File: config.mk
export PLATFORM = sky130hd
export DESIGN_NAME = regfile_mp_sb
export DESIGN_NICKNAME = d
export VERILOG_FILES = /design/src/rtl/rv32_pkg.sv /design/src/rtl/rf_scoreboard.sv /design/src/rtl/regfile_mp_sb.sv
export SDC_FILE = /design/constraint.sdc
export NUM_CORES = 2
export LEC_CHECK = 0
export CAP_MARGIN = 40
export CORE_UTILIZATION = 45
export CTS_BUF_LIST = sky130_fd_sc_hd__clkbuf_16
export CTS_CLUSTER_SIZE = 16
export DETAILED_ROUTE_END_ITERATION = 7
export DONT_BUFFER_PORTS = 1
export GPL_TIMING_DRIVEN = 0
export PLACE_DENSITY_LB_ADDON = 0.1
export SLEW_MARGIN = 20
export SYNTH_ARGS = -nofsm -noshare
export SYNTH_HDL_FRONTEND = slang
export SYNTH_SLANG_ARGS = --single-unit
File: constraint.sdc
create_clock -name clk -period 5.5 [get_ports clk]
set_input_delay 0.55 -clock clk [delete_from_list [all_inputs] [get_ports clk]]
set_output_delay 0.55 -clock clk [all_outputs]
set_load 0.01 [all_outputs]
File: src/rtl/rv32_pkg.sv
// Shared RV32 register-file definitions: default geometry and the bulk-clear
// engine state type.
package rv32_pkg;

  localparam int XLEN    = 32;
  localparam int REG_NUM = 32;
  localparam int REG_AW  = $clog2(REG_NUM);

  typedef enum logic {
    RF_IDLE  = 1'b0,
    RF_CLEAR = 1'b1
  } rf_state_e;

endpackage

File: src/rtl/rf_scoreboard.sv
// Per-register busy bits for decode hazard detection; entry 0 never goes busy.
// A new producer (set) outranks a retiring one (clear) on the same register.
module rf_scoreboard
  import rv32_pkg::*;
#(
  parameter int  REG_NUM = rv32_pkg::REG_NUM,
  localparam int AW      = $clog2(REG_NUM)
) (
  input  logic               clk,
  input  logic               rst_n,
  input  logic               set_en,
  input  logic [AW-1:0]      set_idx,
  input  logic               clr_en,
  input  logic [AW-1:0]      clr_idx,
  input  logic               wipe_en,
  input  logic [AW-1:0]      wipe_idx,
  output logic [REG_NUM-1:0] busy
);

  logic [REG_NUM-1:0] busy_d;

  always_comb begin
    busy_d = busy;
    if (clr_en) busy_d[clr_idx] = 1'b0;
    if (set_en) busy_d[set_idx] = 1'b1;
    if (wipe_en) busy_d[wipe_idx] = 1'b0;
    busy_d[0] = 1'b0;
  end

  always_ff @(posedge clk) begin
    if (!rst_n) busy <= '0;
    else        busy <= busy_d;
  end

endmodule

File: src/rtl/regfile_mp_sb.sv
// Multi-port RV32 register file with write-to-read bypass, busy scoreboard
// and a sequential bulk-clear engine that walks x1..x(REG_NUM-1).
module regfile_mp_sb
  import rv32_pkg::*;
#(
  parameter int  XLEN    = rv32_pkg::XLEN,
  parameter int  REG_NUM = rv32_pkg::REG_NUM,
  parameter int  NUM_RD  = 2,
  parameter int  BYPASS  = 1,
  localparam int AW      = $clog2(REG_NUM)
) (
  input  logic                   clk,
  input  logic                   rst_n,
  input  logic [NUM_RD*AW-1:0]   rd_addr,
  output logic [NUM_RD*XLEN-1:0] rd_data,
  output logic [NUM_RD-1:0]      rd_busy,
  input  logic                   we,
  input  logic [AW-1:0]          wa,
  input  logic [XLEN-1:0]        wd,
  input  logic                   iss_en,
  input  logic [AW-1:0]          iss_rd,
  input  logic                   clr_req,
  output logic                   clr_busy
);

  localparam logic [AW-1:0] LAST_IDX = AW'(REG_NUM - 1);

  rf_state_e          state_q, state_d;
  logic [AW-1:0]      cnt_q, cnt_d;
  logic               wr_ok;
  logic               clr_step;
  logic [XLEN-1:0]    mem [REG_NUM];
  logic [REG_NUM-1:0] busy;

  always_ff @(posedge clk) begin
    if (!rst_n) begin
      state_q <= RF_IDLE;
      cnt_q   <= '0;
    end else begin
      state_q <= state_d;
      cnt_q   <= cnt_d;
    end
  end

  // While clearing, writeback and issue are dropped rather than queued.
  always_comb begin
    state_d  = state_q;
    cnt_d    = cnt_q;
    clr_busy = 1'b0;
    wr_ok    = 1'b0;
    clr_step = 1'b0;
    case (state_q)
      RF_IDLE: begin
        wr_ok = 1'b1;
        if (clr_req) begin
          state_d = RF_CLEAR;
          cnt_d   = AW'(1);
        end
      end
      RF_CLEAR: begin
        clr_busy = 1'b1;
        clr_step = 1'b1;
        cnt_d    = cnt_q + AW'(1);
        if (cnt_q == LAST_IDX) state_d = RF_IDLE;
      end
      default: state_d = RF_IDLE;
    endcase
  end

  always_ff @(posedge clk) begin
    if (!rst_n) begin
      for (int i = 0; i < REG_NUM; i++) mem[i] <= '0;
    end else if (clr_step) begin
      mem[cnt_q] <= '0;
    end else if (wr_ok && we && (wa != '0)) begin
      mem[wa] <= wd;
    end
  end

  rf_scoreboard #(
    .REG_NUM (REG_NUM)
  ) u_scoreboard (
    .clk      (clk),
    .rst_n    (rst_n),
    .set_en   (wr_ok & iss_en),
    .set_idx  (iss_rd),
    .clr_en   (wr_ok & we),
    .clr_idx  (wa),
    .wipe_en  (clr_step),
    .wipe_idx (cnt_q),
    .busy     (busy)
  );

  // A value forwarded from writeback counts as ready even if still marked busy.
  for (genvar p = 0; p < NUM_RD; p++) begin : g_rd
    logic [AW-1:0] a;
    logic          fwd;
    logic          hit;

    assign a   = rd_addr[p*AW +: AW];
    assign fwd = (BYPASS != 0) && we && (wa == a);
    assign hit = fwd && (state_q == RF_IDLE);

    assign rd_data[p*XLEN +: XLEN] = (a == '0) ? '0 : (hit ? wd : mem[a]);
    assign rd_busy[p] = (state_q == RF_CLEAR) | ((a != '0) & busy[a] & ~fwd);
  end

endmodule

Yosys cells after proc, flatten, opt, wreduce, memory -nomap -nowiden --
Memory sizes are Yosys's and may differ from the RTL's. Cells that the tools add are included.
Operators by class: $add $sub $neg 1, order comparisons 8, equal/unequal tests 4, mux-type cells 38, bitwise logic cells 16, reduce and logical (&&, ||, !) cells 16
Operator list (number):
- $mux W32 | 9
- $and A32 B32 Y32 | 2
- $not A32 Y32 | 2
- $reduce_or A32 Y1 | 2
- $or A32 B32 Y32 | 1
- $lt A5 B6 Y1 const B | 5
- $mux W1 | 19
- $demux W1 S5 | 3
- $ge A5 B1 Y1 const B | 3
- $mux W5 | 3
- $reduce_bool A5 Y1 | 3
- $bmux W1 S5 | 2
- $eq A5 B5 Y1 | 2
- $logic_not A5 Y1 | 2
- $pmux W5 S2 | 1
- $logic_and A1 B1 Y1 | 9
- $and A1 B1 Y1 | 6
- $add A5 B1 Y5 const B | 1
- $eq A5 B5 Y1 const B | 1
- $not A1 Y1 | 3
- $ne A2 B2 Y1 const B | 1
- $or A1 B1 Y1 | 2
- $pmux W1 S2 | 1
Word-level totals: flip-flop bits (word level) 38, memory bits (writable) 1024, input port bits 57, output and inout port bits 67, logic and storage cells 88, memories 1
Memories:
- mem | depth 32, width 32, rd ports 2, clocked after memory_dff 0, wr ports 32, RTL line regfile_mp_sb.sv:32 | logic [XLEN-1:0] mem [REG_NUM];

Depth between registers and ports, before layout --
depth after elaboration 11, gate-level depth with buffers 10, depth with buffers taken out 5

Cells and area by module --
Synthesis repeated with hierarchy kept, for this count alone.
Second synthesis, totals: cell total of the unflattened synthesis 4186, area total of the unflattened synthesis 55249.2 µm²
By module, submodules not included:
- regfile_mp_sb | times used 1, cells an instance 3987, area an instance 53692.7 µm²
- rf_scoreboard | times used 1, cells an instance 199, area an instance 1556.5 µm²

Least setup slack after synthesis --
OpenSTA, ideal clock, no wires.
path type input-to-reg, start input wa[2], end memory mem[24][0], enable pin, setup time 0.466 ns, arrival time 4.511 ns, required time 5.034 ns, setup slack 0.524 ns, cell stages on the path 9, buffers on the path 4, path through buf_2 or3_1 buf_2 o311ai_2 buf_4 mux2i_1 nand2_1 buf_4 o21ai_0
RTL lines:
- from (decl) | RTL line regfile_mp_sb.sv:18 | input logic [AW-1:0] wa,
- to (decl) | RTL line regfile_mp_sb.sv:32

Final worst setup path --
start input rd_addr[5], end output rd_data[63]
On the way: longest elaborated chain between the ends 5, elaborated cells on any way between the ends 7
Ends and longest elaborated chain:
- from (decl) | RTL line regfile_mp_sb.sv:14 | input logic [NUM_RD*AW-1:0] rd_addr,
- parallel branches: the longest is 4 deep, another holds $mem_v2 Z32 W32
- $mux W32 * | RTL line regfile_mp_sb.sv:104 | assign rd_data[p*XLEN +: XLEN] = (a == '0) ? '0 : (hit ? wd : mem[a]);
- to (decl) | RTL line regfile_mp_sb.sv:15 | output logic [NUM_RD*XLEN-1:0] rd_data,
Every way passes the cells marked *.

==> out/results.env <==
FMAX_MHz=185
SYNTH-SEQ-CELLS=1061
PEAKVDDDROP_mV=0.252
SYNTH_ASYNC_SR_FLOP_SHARE_PCT=0
SYNTHTOLAYOUTAREAGROWTH_PCT=16.1
FIRSTDRTPASSITERS=6
YOSYS-MUX-AREA-FRACTION_PCT=21.4
PLACEABLECOREAREA_MM2=0.120
SYNTH_XOR_AREA_SHARE_PCT=0.175
GP_ROUTABILITY_CONGESTION=0.979
CP.ARRIVAL_PS=4840
CRITPATHBUFINV=5
NUM_ROWS=127
REG2REG_SLACK_PS=1090
CRITICAL-PATH-SLOWEST-CELL='sky130_fd_sc_hd__clkbuf_1'
TIMING.HOLD.WORST.START='iss_rd[4]'
CP_COMMON_CELL='sky130_fd_sc_hd__buf_2'
CTS_MADE_BUFFERS=116
SYNTH-MAIN-FF-CELL='sky130_fd_sc_hd__edfxtp_1'
FINALWORSTSETUPSLACK_PS=108
SHARE_OF_THE_SYNTHESIZED_AREA_IN_COMPOUND_GATES_AO_OA_AOI_OAI_PCT=8.69
CRIT_PATH_CELL_CHAIN='buf_2 -> buf_2 -> buf_2 -> buf_2 -> nor2_1 -> nand2_1 -> clkbuf_1 -> o21ai_0 -> a21oi_1'
WORSTREG2REGSTART='state_q'
WHS_PATH_DEPTH=3
DRIVE_ABOVE_1_SHARE_PCT=21.5
POSTLAYOUTCELLAREA_MM2=0.0638
YOSYS.AREA_SHARE.ADDER_PCT=0.114
WORST_EP_REQUIRED_TIME_PS=4950
CTS_SINKS=1061
FINAL.PERIOD_UTILIZATION_PCT=98.0
LEAKAGE_nW=21.4
REPORT.FINAL.HOLD_VIOL_COUNT=0
DETAIL_ROUTE.WL_PER_CELL_UM=40.8
SYNTH_TOP_FAMILY_BY_AREA='multiplexers'
NETLIST_INSTANCES=4121
SYNTH_SEQUENTIAL_AREA_RATIO_PCT=57.4
PIN_COUNT=124
POST_SYNTH.CELL_AREA_AVG_UM2=13.3
SYNTH_SIMPLE_GATE_AREA_SHARE_PCT=9.15
TIMING.REG2REG.WORST_PATH_DEPTH=10
FINALSETUPVIOLATIONS=0
PIN_COUNT_OF_THE_BIGGEST_NET_ENTERING_GLOBAL_ROUTING=33
CRITICAL_PATH.TOP_DELAY_FAMILY='buffers and inverters'
RSZ_0062_RAISED_AFTER_GLOBAL_ROUTING='false'
TIMING.MAX_SLEW.REL_SLACK_PCT=26.5
PLACE_WS_PS=390
ROUTED-VIA-COUNT=42760
POST_CTS_HOLD_BUFFER_COUNT=0
CTS_ROOT_BUFFER='sky130_fd_sc_hd__clkbuf_16'
DRT_WL_TOTAL_UM=250000
FINALMAXSLEWVIOLATIONS=0
VIAS_PER_CELL=6.96
FINAL_CRITICAL_PATH_REQUIRED_PERIOD_PS=5390
FLOORPLAN.DIE.WIDTH_UM=351
ROUTE.ANTENNA.REMAINING_NETS=0
SYNTH_AREA_MM2=0.0549
HOLD_PATH_END='u_scoreboard.busy[1]'
STATUS='finished, final reports clean'
CTS_RESIZED=0
MULTI_INPUT_COMB_AREA_MM2=0.0221
POST_DP_CELL_AREA_MM2=0.0597
POST-CTS-SETUP-BUFFERS=0
FIRST_GLOBAL_VIAS=41123
OVERALL_DIE_AREA_MM2=0.123
CLOCKBUFFERDEPTH=3
GLOBALROUTE.TOTALOVERFLOW=0
DRT_ITER0_MARKERS=7000
TIGHTESTPINTRANSITION_PS=1100
TRACK_USAGE_PCT=40.6
NUMBER_OF_ENABLE_TYPE_REGISTER_CELLS_IN_THE_SYNTHESIZED_NETLIST=1024
CRITICAL_PATH_CLASS='in -> out'
TIMING.CRITICAL_PATH.SLOWEST_CELL_DELAY_PS=740
DIE_H_UM=351
POWER_DENSITY_mW_PER_MM2=315
FIN_WORST_SKEW_PS=31.1
FILLCELLCOUNT=10368
TRITONCTS='yes'
HTREEDEPTH=3
GLOBAL_ROUTE_WIRE_LENGTH_BEFORE_REPAIR_UM=336000
PATH_CLK_SLEW_PS=60
SYNTH.LIB_CELLS_USED.DISTINCT=53
CAP_VIOLATIONS=0
ENDPOINT_KIND='primary output'
SETUP_TNS_PS=0
CRIT-REG2REG-CAPTURE='mem[15][13]'
HPWL_UM=182000
IO_PORT_BUFS=0
TOTAL_OF_WARNINGS_RAISED_BY_YOSYS=0
WORST-PATH-MAX-FANOUT=10
CLKLATENCYLATEPIN_PS=750
SEQUENTIAL_CELL_AREA_MM2=0.0315
DRCVIOLATIONCOUNT=0
START_UTIL_PCT=45.6
NUMBER_OF_ANTENNA_VIOLATIONS_AT_THE_FIRST_CHECK_IN_GLOBAL_ROUTING=10
TIMING.CRITICAL_PATH.FROM_TYPE='input port'
FINALNETCOUNT=4486
HOLDCRITPATHCLASS='in -> reg'
==> kinds of logic (layout without fill, tap and decap cells) <==
kind of cell             Yosys count  after routing
AO/OA/AOI/OAI                    700            700
XOR/XNOR                          11             11
adder cells (fa/ha/maj)            5              5
buffers and inverters            394            767
flip-flops                      1061           1061
multiplexers                     671            671
other                              1             36
AND/OR/NAND/NOR                 1278           1278
==> flip-flops by register name (all words and copies together), names as in the netlist <==
name	count
state_q	1
u_scoreboard.busy	31
mem	1024
cnt_q	5
==> per-layer routing <==
| metal | GRT usage, % | wire (um) | share of wire (%) |
|---|---|---|---|
| met5 | 0.549 | 195 | 0.078 |
| met4 | 23.3 | 16500 | 6.6 |
| met3 | 14.7 | 35900 | 14 |
| met2 | 61.0 | 111000 | 44 |
| met1 | 50.5 | 87000 | 35 |
==> cell usage after synthesis (5+ instances only) <==
cell type,n,area share [%]
sky130_fd_sc_hd__edfxtp_1,1024,56
sky130_fd_sc_hd__nand2b_1,10,0.11
sky130_fd_sc_hd__nor2b_1,8,0.091
sky130_fd_sc_hd__buf_4,15,0.21
sky130_fd_sc_hd__nor3b_1,9,0.12
sky130_fd_sc_hd__nand2_1,183,1.3
sky130_fd_sc_hd__o21ai_0,147,1.3
sky130_fd_sc_hd__o211ai_1,128,1.8
sky130_fd_sc_hd__xor2_1,7,0.11
sky130_fd_sc_hd__o22a_1,62,0.99
sky130_fd_sc_hd__o21a_1,62,0.85
sky130_fd_sc_hd__nor2_1,1006,6.9
sky130_fd_sc_hd__o22ai_1,63,0.72
sky130_fd_sc_hd__nor3_1,7,0.064
sky130_fd_sc_hd__nand3_1,21,0.19
sky130_fd_sc_hd__clkbuf_1,204,1.4
sky130_fd_sc_hd__a221oi_1,63,1.0
sky130_fd_sc_hd__buf_2,147,1.3
sky130_fd_sc_hd__dfxtp_1,37,1.3
sky130_fd_sc_hd__mux2i_1,267,4.9
sky130_fd_sc_hd__and3_1,6,0.068
sky130_fd_sc_hd__mux4_2,401,16
sky130_fd_sc_hd__nand3b_1,6,0.082
sky130_fd_sc_hd__a21oi_1,97,0.88
sky130_fd_sc_hd__buf_1,24,0.16
sky130_fd_sc_hd__a22oi_1,64,0.88
sky130_fd_sc_hd__ha_1,5,0.11
==> final cells by class <==
| type | instances | area share, % |
|---|---|---|
| inverters | 4 | 0.0235 |
| well taps | 1612 | 3.16 |
| repair buffers | 154 | 3.76 |
| clock inverters | 100 | 1.55 |
| multi-input cells | 2697 | 34.7 |
| flip-flops and latches | 1061 | 49.4 |
| diodes | 4 | 0.0157 |
| clock buffers | 119 | 4.67 |
| plain buffers | 390 | 2.73 |
==> placed cells by master, fill, tap and decap left out, types with 63 or more instances in the layout <==
cell type,count
sky130_fd_sc_hd__a21oi_1,96
sky130_fd_sc_hd__a221oi_1,63
sky130_fd_sc_hd__a22oi_1,64
sky130_fd_sc_hd__buf_2,158
sky130_fd_sc_hd__buf_6,87
sky130_fd_sc_hd__clkbuf_1,182
sky130_fd_sc_hd__clkbuf_16,119
sky130_fd_sc_hd__edfxtp_1,1024
sky130_fd_sc_hd__mux2i_1,267
sky130_fd_sc_hd__mux4_2,401
sky130_fd_sc_hd__nand2_1,167
sky130_fd_sc_hd__nor2_1,1006
sky130_fd_sc_hd__o211ai_1,128
sky130_fd_sc_hd__o21ai_0,131
sky130_fd_sc_hd__o22ai_1,63
==> stage by stage <==
stage / std cells / utilization [%] / power [mW] / hold slack [ps]
finish: 6141 / 52.9 / 20.1 / 35.6
global placement: 5764 / 47.4 / 11.6 / 479
floorplan: 4152 / - / 10.7 / 458
CTS: 6128 / 52.8 / 19.9 / 22.2
detailed placement: 5909 / 49.6 / 11.8 / 485
global route: 6138 / 52.9 / 20.3 / 70.1
==> worst reg2reg max path, delay by kind of cell (launching register included) <==
| family | cells | cell delay, ps |
|---|---|---|
| buf+inv | 5 | 1830 |
| flops | 1 | 450 |
| compound gates | 1 | 260 |
| simple gates | 4 | 1510 |
==> worst max path at each step <==
| stage | from | endpoint | depth (start not counted) |
|---|---|---|---|
| after floorplan | wa[2] | mem[24][0] | 9 |
| after global routing | rd_addr[5] | rd_data[63] | 9 |
| after detailed placement | rd_addr[5] | rd_data[63] | 9 |
| after global placement | wa[2] | mem[30][15] | 9 |
| after CTS | rd_addr[5] | rd_data[63] | 9 |
| final | rd_addr[5] | rd_data[63] | 9 |
==> where the power goes <==
part           switching, mW  internal, mW  total [mW]
registers              0.145          9.13        9.28
logic                   1.57         0.880        2.45
clock network           3.51          4.84        8.35
total                   5.22          14.8        20.1
Note: power is estimated with default switching activity, not from simulation.
